<file path="config.mk">
export PLATFORM = sky130hd
export DESIGN_NAME = mbisr_repair_ctrl
export DESIGN_NICKNAME = d
export VERILOG_FILES = /design/src/rtl/mbisr_repair_ctrl.sv
export SDC_FILE = /design/constraint.sdc
export NUM_CORES = 1
export LEC_CHECK = 0
export CORE_MARGIN = 2
export CORE_UTILIZATION = 45
export CTS_BUF_LIST = sky130_fd_sc_hd__clkbuf_4 sky130_fd_sc_hd__clkbuf_8 sky130_fd_sc_hd__clkbuf_16
export DETAILED_ROUTE_END_ITERATION = 10
export GPL_ROUTABILITY_DRIVEN = 0
export PLACE_DENSITY = 0.75
export SLEW_MARGIN = 25
export SYNTH_ARGS = -nofsm -noshare
export SYNTH_HDL_FRONTEND = slang
export SYNTH_SLANG_ARGS = --single-unit
export TNS_END_PERCENT = 100
</file>
<file path="constraint.sdc">
create_clock -name i_clk -period 1.5 [get_ports i_clk]
set_input_delay 0.3 -clock i_clk [delete_from_list [all_inputs] [get_ports i_clk]]
set_output_delay 0.3 -clock i_clk [all_outputs]
set_load 0.005 [all_outputs]
</file>
<file path="src/rtl/mbisr_repair_ctrl.sv">
// mbisr_repair_ctrl
// Repair half of the MBIST/MBISR pair. Failing word addresses reported by the
// BIST engine are collected into a small spare-row table. Once the run is closed
// the table is locked, and functional accesses that hit a recorded address are
// steered to the matching spare row. Overflow of the table is flagged as
// unrepairable and stays set until the next clear or reset.
module mbisr_repair_ctrl #(
    parameter  int ADDR_W     = 6,
    parameter  int NUM_SPARES = 2,
    localparam int SIDX_W     = (NUM_SPARES > 1) ? $clog2(NUM_SPARES) : 1,
    localparam int CNT_W      = $clog2(NUM_SPARES + 1)
) (
    input  logic              i_clk,
    input  logic              i_rst,
    input  logic              i_clear,
    input  logic              i_fail_valid,
    input  logic [ADDR_W-1:0] i_fail_addr,
    output logic              o_fail_ready,
    input  logic              i_bist_done,
    input  logic              i_acc_valid,
    input  logic [ADDR_W-1:0] i_acc_addr,
    output logic              o_out_valid,
    output logic [ADDR_W-1:0] o_out_addr,
    output logic              o_out_spare_hit,
    output logic [SIDX_W-1:0] o_out_spare_idx,
    output logic [CNT_W-1:0]  o_spares_used,
    output logic              o_repair_ok,
    output logic              o_unrepairable
);

    typedef enum logic [1:0] {
        ST_IDLE    = 2'd0,
        ST_COLLECT = 2'd1,
        ST_LOCKED  = 2'd2
    } state_t;

    state_t              r_state;
    state_t              w_state_nxt;

    logic [ADDR_W-1:0]   r_entry     [NUM_SPARES];
    logic [ADDR_W-1:0]   w_entry_nxt [NUM_SPARES];
    logic [NUM_SPARES-1:0] r_valid;
    logic [NUM_SPARES-1:0] w_valid_nxt;
    logic [CNT_W-1:0]    r_used;
    logic [CNT_W-1:0]    w_used_nxt;
    logic                r_unrep;
    logic                w_unrep_nxt;
    logic                r_repair_ok;
    logic                w_repair_ok_nxt;

    logic                w_fail_ready;
    logic                w_accept;
    logic                w_dup;
    logic                w_full;
    logic                w_hit;
    logic [SIDX_W-1:0]   w_idx;

    logic                r_out_valid;
    logic [ADDR_W-1:0]   r_out_addr;
    logic                r_out_hit;
    logic [SIDX_W-1:0]   r_out_idx;

    // State register: synchronous reset returns to IDLE.
    always_ff @(posedge i_clk) begin
        if (i_rst) begin
            r_state <= ST_IDLE;
        end else begin
            r_state <= w_state_nxt;
        end
    end

    // Next-state logic: clear dominates, bist_done only closes an open collection.
    always_comb begin
        w_state_nxt = r_state;
        if (i_clear) begin
            w_state_nxt = ST_COLLECT;
        end else begin
            case (r_state)
                ST_IDLE:    w_state_nxt = ST_IDLE;
                ST_COLLECT: w_state_nxt = i_bist_done ? ST_LOCKED : ST_COLLECT;
                ST_LOCKED:  w_state_nxt = ST_LOCKED;
                default:    w_state_nxt = ST_IDLE;
            endcase
        end
    end

    // State-derived outputs: ready only while collecting; repair_ok follows the next state.
    always_comb begin
        w_fail_ready    = (r_state == ST_COLLECT);
        w_repair_ok_nxt = (w_state_nxt == ST_LOCKED) & ~w_unrep_nxt;
    end

    // Table update: duplicate filter, in-order allocation, overflow flag.
    always_comb begin
        w_accept    = i_fail_valid & w_fail_ready & ~i_clear;
        w_full      = (r_used == CNT_W'(NUM_SPARES));
        w_dup       = 1'b0;
        w_entry_nxt = r_entry;
        w_valid_nxt = r_valid;
        w_used_nxt  = r_used;
        w_unrep_nxt = r_unrep;
        for (int i = 0; i < NUM_SPARES; i++) begin
            if (r_valid[i] && (r_entry[i] == i_fail_addr)) begin
                w_dup = 1'b1;
            end else begin
                w_dup = w_dup;
            end
        end
        if (i_clear) begin
            w_valid_nxt = '0;
            w_used_nxt  = '0;
            w_unrep_nxt = 1'b0;
        end else if (w_accept && !w_dup) begin
            if (!w_full) begin
                for (int i = 0; i < NUM_SPARES; i++) begin
                    if (r_used == CNT_W'(i)) begin
                        w_entry_nxt[i] = i_fail_addr;
                        w_valid_nxt[i] = 1'b1;
                    end else begin
                        w_entry_nxt[i] = r_entry[i];
                    end
                end
                w_used_nxt = r_used + CNT_W'(1);
            end else begin
                w_unrep_nxt = 1'b1;
            end
        end else begin
            w_used_nxt = r_used;
        end
    end

    // Table and status registers.
    always_ff @(posedge i_clk) begin
        if (i_rst) begin
            for (int i = 0; i < NUM_SPARES; i++) begin
                r_entry[i] <= '0;
            end
            r_valid     <= '0;
            r_used      <= '0;
            r_unrep     <= 1'b0;
            r_repair_ok <= 1'b0;
        end else begin
            r_entry     <= w_entry_nxt;
            r_valid     <= w_valid_nxt;
            r_used      <= w_used_nxt;
            r_unrep     <= w_unrep_nxt;
            r_repair_ok <= w_repair_ok_nxt;
        end
    end

    // Lookup match: only a locked table remaps; the lowest matching index wins.
    always_comb begin
        w_hit = 1'b0;
        w_idx = '0;
        for (int i = NUM_SPARES - 1; i >= 0; i--) begin
            if ((r_state == ST_LOCKED) && r_valid[i] && (r_entry[i] == i_acc_addr)) begin
                w_hit = 1'b1;
                w_idx = SIDX_W'(i);
            end else begin
                w_hit = w_hit;
            end
        end
    end

    // Lookup result register: one-cycle latency, fields hold between accesses.
    always_ff @(posedge i_clk) begin
        if (i_rst) begin
            r_out_valid <= 1'b0;
            r_out_addr  <= '0;
            r_out_hit   <= 1'b0;
            r_out_idx   <= '0;
        end else begin
            r_out_valid <= i_acc_valid;
            if (i_acc_valid) begin
                r_out_addr <= i_acc_addr;
                r_out_hit  <= w_hit;
                r_out_idx  <= w_idx;
            end else begin
                r_out_addr <= r_out_addr;
                r_out_hit  <= r_out_hit;
                r_out_idx  <= r_out_idx;
            end
        end
    end

    assign o_fail_ready    = w_fail_ready;
    assign o_out_valid     = r_out_valid;
    assign o_out_addr      = r_out_addr;
    assign o_out_spare_hit = r_out_hit;
    assign o_out_spare_idx = r_out_idx;
    assign o_spares_used   = r_used;
    assign o_repair_ok     = r_repair_ok;
    assign o_unrepairable  = r_unrep;

endmodule

</file>
* Yosys cells after proc, flatten, opt, wreduce, memory -nomap -nowiden *
Cells that the tools add are included.

operators by class
  add/sub/neg operators = 1
  equality and inequality tests = 9
  multiplexer cells = 11
  bitwise operators = 6
  reductions and logical operators = 15

operators with widths
  kind                                                             count
  6-bit == test                                                    4
  1-bit 2-to-1 mux                                                 8
  4-bit AND reduction                                              2
  1-bit logical AND                                                7
  2-bit == test, second input constant                             3
  3-bit AND reduction                                              2
  2-bit by 1-bit == test with 1-bit output, second input constant  2
  2-bit 2-to-1 mux                                                 2
  2-bit one-hot mux with 2 select lines                            1
  1-bit AND                                                        3
  1-bit inverter                                                   3
  2-bit by 1-bit adder with 2-bit output, second input constant    1
  2-bit logical NOT                                                1
  2-bit AND reduction                                              1
  2-bit OR reduction                                               1
  1-bit logical NOT                                                1

storage, ports and cells
  register bits = 29
  bits of input ports = 18
  output and inout port bits = 14
  logic and storage cells = 54

* Depth between registers and ports, before layout *
  depth after elaboration = 10
  mapped depth = 8

* Worst setup path before layout *
No wires, ideal clock.

  kind = register to register
  from = register r_state[1]
  to = register r_entry[0] in the netlist's numbering
  arrival = 1.439 ns
  required time = 1.428 ns
  setup slack = -0.011 ns
  stages on the path, launching flop included = 9
  buffers on the path = 1
  cell sequence = dfxtp_1 inv_1 ha_1 nand2_1 nor2_1 o221ai_4 nor3b_2 buf_6 mux2i_1

on the way
  cells in the longest elaborated chain, start to end = 5

RTL lines
  item                                      line  text
  start, declared                           37    state_t r_state;
  start signal, assigned                    68    r_state <= w_state_nxt;
  2-bit by 1-bit == test with 1-bit output  89    w_fail_ready = (r_state == ST_COLLECT);
  net o_fail_ready                          18    output logic o_fail_ready,
  1-bit AND (2 in series)                   95    w_accept = i_fail_valid & w_fail_ready & ~i_clear;
  1-bit logical AND                         113   end else if (w_accept && !w_dup) begin
  4-bit AND reduction (no source line)      -
  end signal, assigned                      143   r_entry <= w_entry_nxt;
  end, declared                             40    logic [ADDR_W-1:0] r_entry [NUM_SPARES];

The timed path passes the listed nets, and every way through them passes these cells.
A chain may end at the register's enable or synchronous reset.

* Worst setup path after layout *
  from = register r_state[1]
  to = register r_entry[11] in the netlist's numbering

on the way
  cells in the longest elaborated chain, start to end = 5

RTL lines
  item                                      line
  2-bit by 1-bit == test with 1-bit output  89
  1-bit AND (2 in series)                   95
  1-bit logical AND                         113
  4-bit AND reduction (no source line)      -

No other way between the ends.

==> metrics.txt <==
RSZ-0062 raised after global routing=yes; diode count=0; Syn-to-layout area delta=59.4%; CP Class=reg2reg; number of library cell types mapped by synthesis=27; DR iter-0 viols=39; ANT nets after route=0; CTS tree=done; layout cells sized above 1=a little over two fifths; vias in the first global route=about 1,300; max_cap viols=0; post-synthesis mux area share=between 10% and 20%; #FFs+latches synth=29; Required @ worst endpoint=about 1.8 ns; cell taking the most area after synthesis=dfxtp_1; Synth Flop Type=dfxtp_1; drc violations=0; Clk pin slew, worst setup/hold paths=roughly 0.10 ns; CTS root buffer=clkbuf_4; Static Leak=1.06 nW; Final Skew=~0.01 ns; largest family of logic cells by synthesized area=simple AND/OR/NAND/NOR gates; die width=61.7 µm; sequential element share of the synthesized area=just under 40%; crit path launch=r_state[1]$_SDFF_PP0_; Fin. Hold Viols=0; Via density=about 4.8; minimum clock period=between 1.5 and 2 ns; Syn Inst Count=151; CTS Buffer Depth=2; period utilization=103%; Ports=32; failing checks=setup timing; Worst-Skew Late Latency=about 0.34 ns; cell area after layout=0.00238 mm²; total wire length=3.75 mm; top cells by area in the synthesized netlist=dfxtp_1, mux2i_1, xnor2_1; f_max=between 600 and 700 MHz; outcome=finished, violations left; top-area cell type share of the netlist area=between 30% and 40%; drt pass-1 iters=3; Mapped Area=about 0.0015 mm²; Worst-Margin Slew=between 0.3 and 0.4 ns; hpwl dp=2.58 mm; htree depth=2; Post-Synth XOR/XNOR Area=about 14%; Synth Area in Simple Gates=about a fifth; syn_nets=174; row count=20; Layout Utilization=between 70% and 80%; power density cells=685 mW/mm²; antenna violations before repair=0; port bufs=31; DIE AREA=~0.0038 mm²; Starting Density=48.2%; Worst setup EP type=register; routed vias=~1,300; CP startpoint kind=register; Critical Path AT=between 1.5 and 2 ns; Async SR Flop Fraction=0%; Hold Crit Class=in2reg; syn avg cell area=roughly 9.9 µm²; CTS Buf Count=5; core area=0.00310 mm²; Critical R2R Launch=r_state[1]$_SDFF_PP0_; first-pass GRT wire length=around 5.6 mm; Placement Setup Slack=-0.730 ns; worst hold start=i_acc_addr[0]; die height=a little over 60 µm; Finish-stage setup viols=6; compound-cell area share of the yosys netlist=7.36%; Slew Limit Headroom=a little under 80%; total clock sinks=29; placed standard-cell area=between 0.002 and 0.0025 mm²; cts hold-fix bufs=0; Nets=roughly 240; fin. max-slew vios=0; Peak VDD IR=between 0.5 and 0.6 mV; Synth warnings=0; Wirelength per Cell=between 10 and 15 µm; Hold Slack=between 0.3 and 0.4 ns; total grt overflow=0; EDFF count, synth=0; maximum number of pins on one net before global-route repair=19; CP max FO=7; adder-cell area share of the yosys netlist=under 10%; Overall Global Routing Usage=a little over a fifth; Total Power=between 1.5 and 2 mW; fin worst setup slack=-0.0442 ns
## power breakdown
| part | leakage [nW] | internal (mW) | switching, mW |
|---|---|---|---|
| Sequential | 0.246 | 0.791 | 0.0125 |
| Clock | 0.0413 | 0.271 | 0.284 |
| Combinational | 0.771 | 0.159 | 0.117 |
| Total | 1.06 | 1.22 | 0.413 |
## repair_timing
item | in CTS | in global routing
endpoints found under the hold margin | 0 | 0
buffers inserted | 4 | 2
setup endpoints to repair | 24 | 30
pin swaps | 13 | 23
resized for setup | 32 | 45
## cells by family (layout without fill, tap and decap cells)
family          count (synthesis)  after routing
simple gates                   49             49
flops                          29             29
xor+xnor                       24             24
mux                            19             19
compound gates                 13             13
buf+inv                        12             76
fa+ha+maj                       5              5
## cell type report
class	count	area (µm²)
Multi-Input combinational cell	110	1050
Fill cell	228	718
Sequential cell	29	608
Timing Repair Buffer	62	576
Clock buffer	7	65.1
Tap cell	44	55.1
Inverter	6	22.5
Clock inverter	1	5.00
## metrics by stage
stage | cells | setup TNS, ns
final | 259 | -0.132
after global routing | 259 | -1.44
after CTS | 258 | -0.127
after detailed placement | 246 | -12.16
after global placement | 246 | -10.99
after floorplan | 151 | 0
## final timing paths
check                                    end  slack [ns]  cells after the start
setup reg to reg    r_entry[11]$_SDFFE_PP0P_       -0.04                      8
hold / removal    o_out_addr[0]$_SDFFE_PP0P_        0.32                      3
hold reg to reg       o_repair_ok$_SDFF_PP0_        0.44                      1
setup / recovery    r_entry[11]$_SDFFE_PP0P_       -0.04                      8
## sequential cells by signal, indices dropped and copies added, names as in the netlist
signal and flops:
r_state 2, o_spares_used 2, o_unrepairable 1, r_valid 2, o_out_spare_hit 1, o_out_spare_idx 1, r_entry 12, o_out_addr 6
o_out_valid 1, o_repair_ok 1
## critical path, stage by stage (launching register included)
cell	delay (ns)
dfxtp_2	0.33
inv_2	0.06
ha_4	0.15
nand2_4	0.05
nor2_4	0.11
o221ai_4	0.15
nor3b_4	0.26
buf_12	0.16
mux2i_1	0.20
## cell usage in the layout, fill, tap and decap left out, types with 2 or more instances in the layout
cell type        count
dfxtp_1              7
clkbuf_8             2
dfxtp_2             22
dlymetal6s2s_1       8
buf_6                4
nor3b_4              2
ha_1                 3
nand3_2              2
dlygate4sd2_1        8
xnor2_2             13
o21a_1               3
ha_4                 2
clkbuf_4             5
nor2_1              11
nand4_1              3
xor2_1               5
clkdlybuf4s50_1     14
nand3_1              2
inv_1                5
a21oi_1              2
mux2i_1             19
nand2b_1            14
buf_4               26
xnor2_1              6
or2b_1               5
## routing by layer
metal  routed length (µm)  global-route usage, %
met5                    0                      0
met4                   83                   8.51
met3                  146                   5.04
met2                 2050                   37.9
met1                 1470                   24.0
## synthesized netlist by cell type (4+ instances only)
cell type	n
ha_1	5
nand2b_1	15
nor2_1	12
mux2i_1	19
xnor2_1	19
nand3_1	4
or2b_1	5
clkbuf_1	4
xor2_1	5
dfxtp_1	29
inv_1	6
(Power assumes the default switching activity.)
